### src/rtl/rle_encoder.sv
// Binary-pixel run-length encoder: emits (sym, len, last) run words into a DEPTH-entry FIFO.
// A word is visible one cycle after its push. pix_ready is low unless the FIFO has at least two free entries.
module rle_encoder #(
    parameter int DEPTH = 8
) (
    input  logic        CLK,
    input  logic        RST,
    input  logic        pix_in,
    input  logic        pix_valid,
    input  logic        sol,
    input  logic        eol,
    output logic        pix_ready,
    output logic [10:0] run_len,
    output logic        run_sym,
    output logic        run_last,
    output logic        run_valid,
    input  logic        run_ready,
    output logic        err
);
    localparam int AW = $clog2(DEPTH);
    localparam int CW = AW + 1;
    localparam logic [10:0] LEN_MAX = 11'd2047;

    typedef struct packed {
        logic        sym;
        logic [10:0] len;
        logic        last;
    } run_word_t;

    typedef enum logic {IDLE, RUN} state_t;

    state_t        state, state_nxt;
    logic          cur_sym, sym_nxt;
    logic [10:0]   run_cnt, run_nxt;
    logic [10:0]   line_cnt, line_nxt;
    logic          err_set, close;
    logic          push_a, push_b;
    run_word_t     word_a, word_b, head;

    run_word_t     mem [DEPTH];
    logic [AW-1:0] wr_ptr, rd_ptr;
    logic [CW-1:0] count;
    logic          ready_en;
    logic          accept, pop;

    assign pix_ready = ready_en && (count <= CW'(DEPTH - 2));
    assign accept    = pix_valid && pix_ready;
    assign run_valid = (count != '0);
    assign pop       = run_valid && run_ready;
    assign head      = run_valid ? mem[rd_ptr] : '0;
    assign run_sym   = head.sym;
    assign run_len   = head.len;
    assign run_last  = head.last;

    always_comb begin
        state_nxt = state;
        sym_nxt   = cur_sym;
        run_nxt   = run_cnt;
        line_nxt  = line_cnt;
        err_set   = 1'b0;
        close     = 1'b0;
        push_a    = 1'b0;
        push_b    = 1'b0;
        word_a    = '0;
        word_b    = '0;
        if (accept) begin
            if (sol) begin
                // A line always opens with a symbol-0 run, possibly empty.
                err_set   = (state == RUN);
                state_nxt = RUN;
                sym_nxt   = pix_in;
                run_nxt   = 11'd1;
                line_nxt  = 11'd1;
                push_a    = pix_in;
                close     = eol;
            end else if (state == RUN) begin
                if (line_cnt == LEN_MAX) begin
                    err_set = !eol;
                    close   = eol;
                end else begin
                    line_nxt = line_cnt + 11'd1;
                    if (pix_in == cur_sym) begin
                        run_nxt = run_cnt + 11'd1;
                    end else begin
                        push_a      = 1'b1;
                        word_a.sym  = cur_sym;
                        word_a.len  = run_cnt;
                        sym_nxt     = pix_in;
                        run_nxt     = 11'd1;
                    end
                    close = eol;
                end
            end
            if (close) begin
                state_nxt = IDLE;
                if (push_a) begin
                    push_b      = 1'b1;
                    word_b.sym  = sym_nxt;
                    word_b.len  = run_nxt;
                    word_b.last = 1'b1;
                end else begin
                    push_a      = 1'b1;
                    word_a.sym  = sym_nxt;
                    word_a.len  = run_nxt;
                    word_a.last = 1'b1;
                end
            end
        end
    end

    always_ff @(posedge CLK or posedge RST) begin
        if (RST) begin
            state    <= IDLE;
            cur_sym  <= 1'b0;
            run_cnt  <= '0;
            line_cnt <= '0;
            err      <= 1'b0;
            ready_en <= 1'b0;
            wr_ptr   <= '0;
            rd_ptr   <= '0;
            count    <= '0;
        end else begin
            state    <= state_nxt;
            cur_sym  <= sym_nxt;
            run_cnt  <= run_nxt;
            line_cnt <= line_nxt;
            err      <= err | err_set;
            ready_en <= 1'b1;
            wr_ptr   <= wr_ptr + AW'(push_a) + AW'(push_b);
            rd_ptr   <= rd_ptr + AW'(pop);
            count    <= count + CW'(push_a) + CW'(push_b) - CW'(pop);
        end
    end

    // The two-free-entry admission rule keeps pushes clear of the head slot.
    always_ff @(posedge CLK) begin
        if (push_a) mem[wr_ptr] <= word_a;
        if (push_b) mem[wr_ptr + AW'(1)] <= word_b;
    end

endmodule

### config.mk
export PLATFORM = sky130hd
export DESIGN_NAME = rle_encoder
export DESIGN_NICKNAME = d
export VERILOG_FILES = /design/src/rtl/rle_encoder.sv
export SDC_FILE = /design/constraint.sdc
export NUM_CORES = 1
export LEC_CHECK = 0
export CORE_ASPECT_RATIO = 0.75
export CORE_UTILIZATION = 62
export DETAILED_ROUTE_END_ITERATION = 12
export GPL_TIMING_DRIVEN = 0
export PLACE_DENSITY = 0.8
export SYNTH_ARGS = -nofsm -noshare
export SYNTH_HDL_FRONTEND = slang
export SYNTH_SLANG_ARGS = --single-unit
### constraint.sdc
create_clock -name CLK -period 4.05 [get_ports CLK]
set_clock_uncertainty 0.2 [all_clocks]
set_input_delay 0.81 -clock CLK [delete_from_list [all_inputs] [get_ports CLK]]
set_output_delay 0.81 -clock CLK [all_outputs]
set_load 0.03 [all_outputs]
==> results.yml <==
critical_path:
  critPathMaxFanout: 8
  worstReg2RegStart: "count[3]$_DFF_PP0_"
  r2r_cells: 10
  crit_arrival_ns: 4.09
  critPathLaunch: "pix_in"
  end_kind: "flop"
  crit_required_ns: 4.17
  start_kind: "input port"
  crit_type: "input port to flop"
grt:
  grt_max_degree: 37
  grt_antenna_before_repair: 0
  grt_pass1_wl_microns: 31200
  gr-total-overflow: 0
  grt_pass1_vias: 5498
  grt_usage: 0.345
place:
  place_hpwl_microns: 13600
  gp_congestion: 0.947
  port_buffers: 22
  dp_cells: 824
floorplan:
  die-area_sq_um: 12600
  die_h_microns: 97.5
  start_util: 0.644
  rows: 34
  die_w_microns: 129
  pin_count: 23
  fp.coreArea_sq_um: 11700
detailed_routing:
  wl_per_cell_microns: 23.0
  drt_wl_total_microns: 19700
  antenna_left: 0
  drt_iter0_drc: 854
  vias: 5725
  via_per_inst: 6.66
  drt_drc_violations_left: 0
  firstDrtPassIters: 5
hold_path:
  min_from: "err$_DFF_PP0_"
  whs_path_depth: 1
  hp-class: "flop to flop"
logic_synthesis:
  ys_ff_latch: 140
  syn-cell-area_sq_um: 7540
  yosysUniqueCellTypes: 77
  synthFlopType: "edfxtp_1"
  syn_inst: 636
  synth.most_common_cell: "edfxtp_1"
  avgSynthCellArea_sq_um: 11.9
  async_flop_share: 0.257
  seq_area_frac_synth: 0.534
  synth_common_cells: "edfxtp_1, nor2_1, nand2_1"
  synth_edf_count: 104
  synth_top_area_share: 0.414
  syn-num-nets: 658
  yosys-top-cells-area: "edfxtp_1, dfrtp_1, mux4_2"
  synth_top_area_cell: "edfxtp_1"
  yosysWarnings: 0
run_status:
  status: "complete, no violations"
cells_and_area:
  antenna_cells: 0
  fin_nets: 706
  synthToLayoutAreaGrowth_pct: 14.9
  drive_gt1_frac: 0.184
  finalNonFillerCells: 859
  utilization: 0.740
pwr:
  power_leakage_nw: 3.32
  p_per_area_nw_per_um2: 655
  ir_drop_uv: 357
  p_total_mw: 5.67
flow_run:
  maxCapViolCount: 0
sta:
  fmax_mhz: 252
  slew_violations: 0
  min_period_over_period: 0.981
  fin_crit_ns: 3.97
  timing.hold.ws_ns: 0.265
  relSlewSlack: 0.350
  setup-tns-final_ns: 0
  finalHoldViolations: 0
  rsz0062_at_grt: "no"
  setup-violations-final: 0
  tightestPinTransition_ns: 0.975
cts:
  cts_inserted_buffers: 17
  clockRootBuffer: "clkbuf_16"
  htree_levels: 4
  cts_hold_buffers: 0
  cts_tree: "yes"
  clk_pin_slew_ns: 0.06
  clock_sinks: 140
  insertion_delay_ns: 0.43
  clk_path_buf_depth: 2
## power by group
group	total [mW]	internal (mW)	switching, mW
clock network	1.54	0.904	0.634
logic	2.33	0.890	1.44
registers	1.81	1.70	0.112
## layer usage
layer	global-route usage	wire, microns
met1	0.502	8220
met2	0.522	9180
met3	0.0771	2050
met4	0.0977	291
met5	0	0
## through the flow
step / setup WS (ns) / area, sq um
after floorplan: 0.0440 / 7540
after global placement: -1.64 / 7960
after global routing: 0.000310 / 8660
after detailed placement: -0.611 / 8010
after CTS: 0.000231 / 8630
final: 0.0767 / 8660
## cells by family after synthesis
| logic type | synth area share |
|---|---|
| buffers and inverters | 0.0388 |
| DFF | 0.534 |
| AOI/OAI and AO/OA | 0.158 |
| adders and majority gates | 0.0279 |
| and+or+nand+nor | 0.129 |
| xor gates and xnor gates | 0.0128 |
| muxes | 0.0994 |
| other | 0.000497 |
## worst max-delay path, cell delays in order
cell and delay (ns):
clkdlybuf4s50_1 0.57, inv_1 0.09, ha_2 0.35, nor3b_4 0.36, a21oi_4 0.18, a21oi_2 0.24, inv_2 0.13, ha_1 0.29
inv_1 0.04, fa_1 0.42, fa_1 0.43, xor2_1 0.18
## cell usage in the layout, fill, tap and decap left out, types with 12 or more instances in the layout
cell / count
nand3_1: 12
clkdlybuf4s50_1: 22
nor2_1: 71
mux4_2: 26
nand2_1: 45
clkbuf_16: 17
nor3_1: 25
clkbuf_1: 16
a21oi_1: 33
buf_2: 16
dfrtp_1: 36
o21ai_0: 37
edfxtp_1: 104
inv_1: 27
mux2i_1: 15
## timing repair
action                                  CTS  global route
resized for setup                         5             4
buffers inserted                          2             1
cloned                                    0             0
pin swaps                                 1             1
endpoints found under the setup margin   30            30
## sequential cells by signal, indices dropped and copies added (netlist names)
signal and flops:
count 4, mem 104, ready_en 1, line_cnt 11
rd_ptr 3, wr_ptr 3, state 1, run_cnt 11
cur_sym 1, err 1
## area by class of cell
class                           instances  area, sq um
Tap cell                              162          203
Fill cell                             796         3040
Multi-Input combinational cell        427         3270
Timing Repair Buffer                   29          293
Clock inverter                         14          144
Sequential cell                       140         4020
Buffer                                 39          188
Inverter                               30          113
Clock buffer                           18          429
## path summary, 6_finish.rpt
check                                          end  slack (ns)
max in group asynchronous   run_cnt[6]$_DFFE_PP0P_        2.47
hold reg to reg                      err$_DFF_PP0_        0.26
setup / recovery                count[2]$_DFF_PP0_        0.08
min in group asynchronous  line_cnt[2]$_DFFE_PP0P_        0.66
hold / removal                       err$_DFF_PP0_        0.26
setup reg to reg               mem[3][6]$_DFFE_PP_        0.53
No activity file was read; power rests on OpenSTA's default activity.
